$ cat src/rtl/mem_pkg.sv
// Shared types and constants for the memory-access stage and its matmul engine.
// Holds the matmul FSM state enum and the A/B/C layout and cycle-count constants.
package mem_pkg;

    typedef enum logic [2:0] {
        S_IDLE,
        S_LOAD,
        S_COMPUTE,
        S_STORE,
        S_DONE
    } mm_state_t;

    // Operand layout relative to the base address
    localparam int MM_OFF_B    = 4;
    localparam int MM_OFF_C    = 8;

    // Cycle counts for the LOAD and COMPUTE/STORE phases
    localparam int MM_LOAD_CYC = 8;
    localparam int MM_ELEM     = 4;

endpackage

$ cat src/rtl/matmul_engine.sv
// 2x2 byte-matrix multiply engine: FSM, operand/result registers and one 2-term MAC.
// Ports: clk/reset, i_start + latched fields in, memory port (o_addr/o_we/o_wdata,
// i_rdata), o_stall/o_busy/o_done status, o_c0 and latched fields out on DONE.
module matmul_engine
    import mem_pkg::*;
#(
    parameter int ADDR_W = 8
) (
    input  logic              clk,
    input  logic              reset,
    input  logic              i_start,
    input  logic [ADDR_W-1:0] i_base,
    input  logic [7:0]        i_rdata,
    input  logic [2:0]        i_destreg,
    input  logic [7:0]        i_pcplus1,
    input  logic              i_resultsrc,
    output logic              o_stall,
    output logic              o_busy,
    output logic              o_done,
    output logic              o_we,
    output logic [ADDR_W-1:0] o_addr,
    output logic [7:0]        o_wdata,
    output logic [7:0]        o_c0,
    output logic [2:0]        o_destreg,
    output logic [7:0]        o_pcplus1,
    output logic              o_resultsrc
);

    mm_state_t         r_state;
    mm_state_t         w_next;
    logic [2:0]        r_cnt;
    logic [ADDR_W-1:0] r_base;
    logic [7:0]        r_op [8];
    logic [7:0]        r_c  [4];
    logic [2:0]        r_destreg;
    logic [7:0]        r_pcplus1;
    logic              r_resultsrc;

    logic [1:0]        w_k;
    logic [7:0]        w_a0;
    logic [7:0]        w_a1;
    logic [7:0]        w_b0;
    logic [7:0]        w_b1;
    logic [7:0]        w_mac;

    // Element k = {i, j}: row i of A (op 2i, 2i+1), column j of B (op 4+j, 6+j)
    assign w_k   = r_cnt[1:0];
    assign w_a0  = r_op[{1'b0, w_k[1], 1'b0}];
    assign w_a1  = r_op[{1'b0, w_k[1], 1'b1}];
    assign w_b0  = r_op[3'(MM_OFF_B) + {2'b00, w_k[0]}];
    assign w_b1  = r_op[3'(MM_OFF_B) + 3'd2 + {2'b00, w_k[0]}];
    assign w_mac = w_a0 * w_b0 + w_a1 * w_b1;

    assign o_c0        = r_c[0];
    assign o_destreg   = r_destreg;
    assign o_pcplus1   = r_pcplus1;
    assign o_resultsrc = r_resultsrc;

    always_comb begin
        w_next  = r_state;
        o_stall = 1'b0;
        o_busy  = 1'b0;
        o_done  = 1'b0;
        o_we    = 1'b0;
        o_addr  = r_base + ADDR_W'(r_cnt);
        o_wdata = r_c[w_k];
        case (r_state)
            S_IDLE: begin
                // Stall in the accept cycle so EX/MEM holds the instruction
                if (i_start) begin
                    o_stall = 1'b1;
                    w_next  = S_LOAD;
                end
            end
            S_LOAD: begin
                o_stall = 1'b1;
                o_busy  = 1'b1;
                if (r_cnt == 3'(MM_LOAD_CYC - 1)) w_next = S_COMPUTE;
            end
            S_COMPUTE: begin
                o_stall = 1'b1;
                o_busy  = 1'b1;
                if (r_cnt == 3'(MM_ELEM - 1)) w_next = S_STORE;
            end
            S_STORE: begin
                o_stall = 1'b1;
                o_busy  = 1'b1;
                o_we    = 1'b1;
                o_addr  = r_base + ADDR_W'(MM_OFF_C) + ADDR_W'(r_cnt);
                if (r_cnt == 3'(MM_ELEM - 1)) w_next = S_DONE;
            end
            S_DONE: begin
                o_done = 1'b1;
                w_next = S_IDLE;
            end
            default: w_next = S_IDLE;
        endcase
    end

    always_ff @(posedge clk) begin
        if (reset) begin
            r_state     <= S_IDLE;
            r_cnt       <= '0;
            r_base      <= '0;
            r_destreg   <= '0;
            r_pcplus1   <= '0;
            r_resultsrc <= 1'b0;
            for (int i = 0; i < 8; i++) r_op[i] <= '0;
            for (int i = 0; i < 4; i++) r_c[i] <= '0;
        end else begin
            r_state <= w_next;
            if (w_next != r_state || r_state == S_IDLE) r_cnt <= '0;
            else r_cnt <= r_cnt + 3'd1;
            if (r_state == S_IDLE && i_start) begin
                r_base      <= i_base;
                r_destreg   <= i_destreg;
                r_pcplus1   <= i_pcplus1;
                r_resultsrc <= i_resultsrc;
            end
            if (r_state == S_LOAD) r_op[r_cnt] <= i_rdata;
            if (r_state == S_COMPUTE) r_c[w_k] <= w_mac;
        end
    end

endmodule

$ cat src/rtl/mem_stage.sv
// Memory-access stage: 2^ADDR_W-byte data memory, zero-latency loads/stores, and
// the optional 2x2 matmul instruction (built only when MEM_MATMUL_EN is defined).
// Ports: clk, reset (sync, high); EX/MEM inputs ALUResult, WriteData, pcplus1,
// destreg, RegWrite, ResultSrc, MemWrite, is_matrix_mult; MEM/WB outputs
// ReadData, ALUResult_out, pcplus1_out, destreg_out, RegWrite_out,
// ResultSrc_out, is_matrix_mult_out; stall freezes the upstream pipeline.
module mem_stage
    import mem_pkg::*;
#(
    parameter int ADDR_W = 8
) (
    input  logic       clk,
    input  logic       reset,
    input  logic [7:0] ALUResult,
    input  logic [7:0] WriteData,
    input  logic [7:0] pcplus1,
    input  logic [2:0] destreg,
    input  logic       RegWrite,
    input  logic       ResultSrc,
    input  logic       MemWrite,
    input  logic       is_matrix_mult,
    output logic [7:0] ReadData,
    output logic [7:0] ALUResult_out,
    output logic [7:0] pcplus1_out,
    output logic [2:0] destreg_out,
    output logic       RegWrite_out,
    output logic       ResultSrc_out,
    output logic       is_matrix_mult_out,
    output logic       stall
);

    logic [7:0]        r_mem [0:(1<<ADDR_W)-1];

    logic [ADDR_W-1:0] w_addr;
    logic              w_we;
    logic [7:0]        w_wdata;
    logic [7:0]        w_rdata;
    logic              w_stall;
    logic              w_done;
    logic              w_eng_own;
    logic              w_bubble;

    logic              w_eng_stall;
    logic              w_eng_busy;
    logic              w_eng_done;
    logic              w_eng_we;
    logic [ADDR_W-1:0] w_eng_addr;
    logic [7:0]        w_eng_wdata;
    logic [7:0]        w_c0;
    logic [2:0]        w_dst_l;
    logic [7:0]        w_pc_l;
    logic              w_rs_l;

`ifdef MEM_MATMUL_EN
    matmul_engine #(
        .ADDR_W(ADDR_W)
    ) u_engine (
        .clk        (clk),
        .reset      (reset),
        .i_start    (is_matrix_mult & ~reset),
        .i_base     (ADDR_W'(ALUResult)),
        .i_rdata    (w_rdata),
        .i_destreg  (destreg),
        .i_pcplus1  (pcplus1),
        .i_resultsrc(ResultSrc),
        .o_stall    (w_eng_stall),
        .o_busy     (w_eng_busy),
        .o_done     (w_eng_done),
        .o_we       (w_eng_we),
        .o_addr     (w_eng_addr),
        .o_wdata    (w_eng_wdata),
        .o_c0       (w_c0),
        .o_destreg  (w_dst_l),
        .o_pcplus1  (w_pc_l),
        .o_resultsrc(w_rs_l)
    );
`else
    assign w_eng_stall = 1'b0;
    assign w_eng_busy  = 1'b0;
    assign w_eng_done  = 1'b0;
    assign w_eng_we    = 1'b0;
    assign w_eng_addr  = '0;
    assign w_eng_wdata = '0;
    assign w_c0        = '0;
    assign w_dst_l     = '0;
    assign w_pc_l      = '0;
    assign w_rs_l      = 1'b0;
`endif

    // Reset aborts the engine in the same cycle: no stall, no engine writes
    assign w_stall   = w_eng_stall & ~reset;
    assign w_done    = w_eng_done & ~reset;
    assign w_eng_own = w_eng_busy & ~reset;
    assign w_bubble  = reset | w_stall;

    assign w_addr  = w_eng_own ? w_eng_addr : ADDR_W'(ALUResult);
    assign w_we    = w_eng_own ? w_eng_we : (MemWrite & ~w_stall);
    assign w_wdata = w_eng_own ? w_eng_wdata : WriteData;
    assign w_rdata = r_mem[w_addr];

    always_ff @(posedge clk) begin
        if (w_we) r_mem[w_addr] <= w_wdata;
    end

    assign stall              = w_stall;
    assign ReadData           = w_done ? w_c0 : w_rdata;
    assign ALUResult_out      = ALUResult;
    assign pcplus1_out        = w_done ? w_pc_l : pcplus1;
    assign destreg_out        = w_done ? w_dst_l : destreg;
    assign ResultSrc_out      = w_done ? w_rs_l : ResultSrc;
    assign RegWrite_out       = RegWrite & ~w_bubble & ~w_done;
    assign is_matrix_mult_out = ~reset & (w_done | (is_matrix_mult & ~w_stall));

endmodule
$ cat config.mk
export PLATFORM = sky130hd
export DESIGN_NAME = mem_stage
export DESIGN_NICKNAME = d
export VERILOG_FILES = /design/src/rtl/mem_pkg.sv /design/src/rtl/matmul_engine.sv /design/src/rtl/mem_stage.sv
export SDC_FILE = /design/constraint.sdc
export NUM_CORES = 2
export LEC_CHECK = 0
export CAP_MARGIN = 20
export CORE_ASPECT_RATIO = 0.6
export CORE_MARGIN = 5
export CORE_UTILIZATION = 45
export DETAILED_ROUTE_END_ITERATION = 16
export DONT_BUFFER_PORTS = 1
export GPL_TIMING_DRIVEN = 0
export MAX_ROUTING_LAYER = met4
export SYNTH_ARGS = -nofsm -noshare
export SYNTH_HDL_FRONTEND = slang
export SYNTH_SLANG_ARGS = --single-unit
$ cat constraint.sdc
create_clock -name clk -period 9.4 [get_ports clk]
set_clock_uncertainty 0.1 [all_clocks]
set_input_delay 1.88 -clock clk [delete_from_list [all_inputs] [get_ports clk]]
set_output_delay 1.88 -clock clk [all_outputs]
set_load 0.005 [all_outputs]
==> flow_metrics.py <==
metrics = {
    "synth": {
        "synth_seq_cells": 2048,
        "async_flop_share_pct": 0,
        "synth_common_cells": "edfxtp_1, mux4_2, a22oi_1, nor2_1, clkbuf_1",
        "synth_seq_area_share_pct": 78.4,
        "syn_inst": 3563,
        "synth_edf_count": 2048,
        "avgSynthCellArea_sq_um": 22.0,
        "synth.most_common_cell": "edfxtp_1",
        "yosysTopAreaCellShare_pct": 78.4,
        "yosysWarnings": 0,
        "synth_ff_type": "edfxtp_1",
        "yosysUniqueCellTypes": 22,
        "synth_largest_area_cell": "edfxtp_1",
        "syn-num-nets": 3596,
        "synth.area.top_cells": "edfxtp_1, mux4_2, a22oi_1",
        "syn-cell-area_sq_mm": 0.0785,
    },
    "power_and_ir_drop": {
        "p_total_mw": 18.4,
        "powerDensity_mw_per_mm2": 209,
        "p_leak_nw": 26.4,
        "peakVddDrop_v": 0.000154,
    },
    "worst_setup_path": {
        "cp-end-kind": "primary output",
        "crit_fanout": 11,
        "crit_path_start_kind": "input pin",
        "worst-setup-path-type": "input pin to primary output",
        "critPathRequiredTime_ps": 7420,
        "worstPathArrival_ps": 6680,
    },
    "detailed_routing": {
        "drtAntennaViolNets": 0,
        "wirelength_mm": 227,
        "viasPerCell": 6.36,
        "wl_per_cell_microns": 36.0,
        "drc": 0,
        "vias": 40000,
        "dr.first_iter.drc_count": 6035,
        "drtPass1Iterations": 6,
    },
    "clock_tree": {
        "cts_buffer_depth": 4,
        "htreeDepth": 4,
        "post-cts-setup-buffers": 0,
        "cts_resized": 0,
        "hold_buffers": 0,
        "cts_inserted_buffers": 188,
        "clk_pin_slew_ps": 60,
        "clockRootBuffer": "clkbuf_16",
        "cts_tree": "yes",
        "numClockSinks": 2048,
    },
    "grt": {
        "grt-ovfl-total": 0,
        "grt_antenna_before_repair": 10,
        "grt_pass1_vias": 38200,
        "use_met3_pct": 11.3,
        "grt_use_met1_pct": 38.4,
        "use_met2_pct": 30.6,
        "grt_busiest_layer": "met1",
        "grt_pass1_wl_mm": 311,
        "grt_max_degree": 257,
        "grt_use_total_pct": 25.2,
    },
    "timing": {
        "layout_setup_ws_ps": 736,
        "finalCriticalPeriod_ps": 8660,
        "finalHoldViolations": 0,
        "setup_tns_ps": 0,
        "fmax_mhz": 115,
        "tightest_slew_ps": 1230,
        "max_slew_margin_pct": 18.1,
        "holdWs_ps": 1110,
        "finalCritPeriodShare_pct": 92.2,
        "setup_viol": 0,
        "rsz0062_at_grt": "no",
        "slew_viol_final": 0,
    },
    "run_status": {
        "status": "finished clean",
    },
    "placed_design": {
        "portBuffers": 0,
        "routabilityCongestion": 0.970,
        "pre_cts_slack_ps": 1150,
        "dp_hpwl_mm": 147,
    },
    "layout": {
        "fillCellCount": 13500,
        "syn_to_final_growth_pct": 12.0,
        "largest-register": "r_mem",
        "nets": 3837,
        "fin_util_pct": 50.8,
        "largestRegisters": "r_mem (2048)",
        "largest_reg_flops": 2048,
        "drive_gt1_share_pct": 23.1,
    },
    "hold_path": {
        "worstHoldPathType": "input pin to register",
        "hold_start": "WriteData[5]",
        "hold_path_depth": 0,
        "holdPathEnd": "r_mem[56][5]$_DFFE_PP_",
    },
    "floorplan": {
        "rows": 118,
        "dieArea_sq_mm": 0.183,
        "coreArea_sq_mm": 0.173,
        "initial_core_util_pct": 45.4,
        "die_y_microns": 333,
        "ios": 64,
        "fp.dieW_microns": 549,
    },
    "job": {
        "cap_violations": 0,
    },
}
report_power, final:
| part | total (mW) | switching (mW) | internal, mW | leakage (nW) |
|---|---|---|---|---|
| Clock | 7.46 | 3.34 | 4.12 | 2.80 |
| Combinational | 0.819 | 0.532 | 0.286 | 5.18 |
| Sequential | 10.1 | 0.00432 | 10.1 | 18.4 |
| Total | 18.4 | 3.88 | 14.5 | 26.4 |
worst max-delay path, stage by stage:
cell      delay, ps
buf_2           260
clkbuf_1        890
buf_1           680
mux4_2          420
a22oi_1         410
a21oi_1         340
o41ai_1         960
nand4_1         790
worst max-delay path by stage:
| stage | startpoint | slack [ps] | cells past startpoint | endpoint |
|---|---|---|---|---|
| floorplan | ALUResult[1] | 3750 | 8 | ReadData[0] |
| global placement | ALUResult[2] | 730 | 8 | ReadData[3] |
| detailed placement | ALUResult[2] | 1150 | 8 | ReadData[3] |
| CTS | ALUResult[2] | 1140 | 8 | ReadData[3] |
| global route | ALUResult[3] | 890 | 9 | ReadData[4] |
| finish | ALUResult[1] | 740 | 8 | ReadData[5] |
area by class of cell:
class                   instances  area (sq um)  area share, %
flip-flops and latches       2048         61500           70.0
diodes                          8          20.0         0.0228
plain buffers                 253          1230           1.40
clock buffers                 241          4950           5.63
repair buffers                 51           646          0.735
well taps                    2340          2930           3.33
inverters                       1          3.75        0.00427
multi-input cells            1261         15800           18.0
clock inverters                85           822          0.935
routing by layer:
metal | share of wire [%] | vias up
li1 | - | 15600
met1 | 43 | 21600
met2 | 39 | 2498
met3 | 16 | 336
met4 | 2.4 | 0
met5 | 0 | -
metrics by stage:
step	std cells	area, sq um
after floorplan	3563	78500
after global placement	5903	81400
after detailed placement	5952	82100
after CTS	6278	87800
after global routing	6284	87900
final	6288	87900
cells by family (layout without fill, tap and decap cells):
family          Yosys count  in the layout  synth area share (%)
mux                     512            512                  14.7
flops                  2048           2048                  78.4
compound gates          416            416                  3.62
simple gates            332            332                  1.75
other cells               1              9               0.00478
buf+inv                 254            631                  1.55
layout by cell type, fill, tap and decap left out, types with 16 or more instances in the layout:
master and instances:
clkinv_1 41, buf_4 33, clkinv_2 19, buf_1 28, clkbuf_1 173, buf_2 62, a22oi_1 256, clkbuf_16 190
nor2_1 231, o41ai_1 32, clkbuf_2 16, nand2_1 28, buf_6 19, a21oi_1 128, edfxtp_1 2048, nor3_1 22
mux4_2 512
Power figures use the tool's default switching activity.
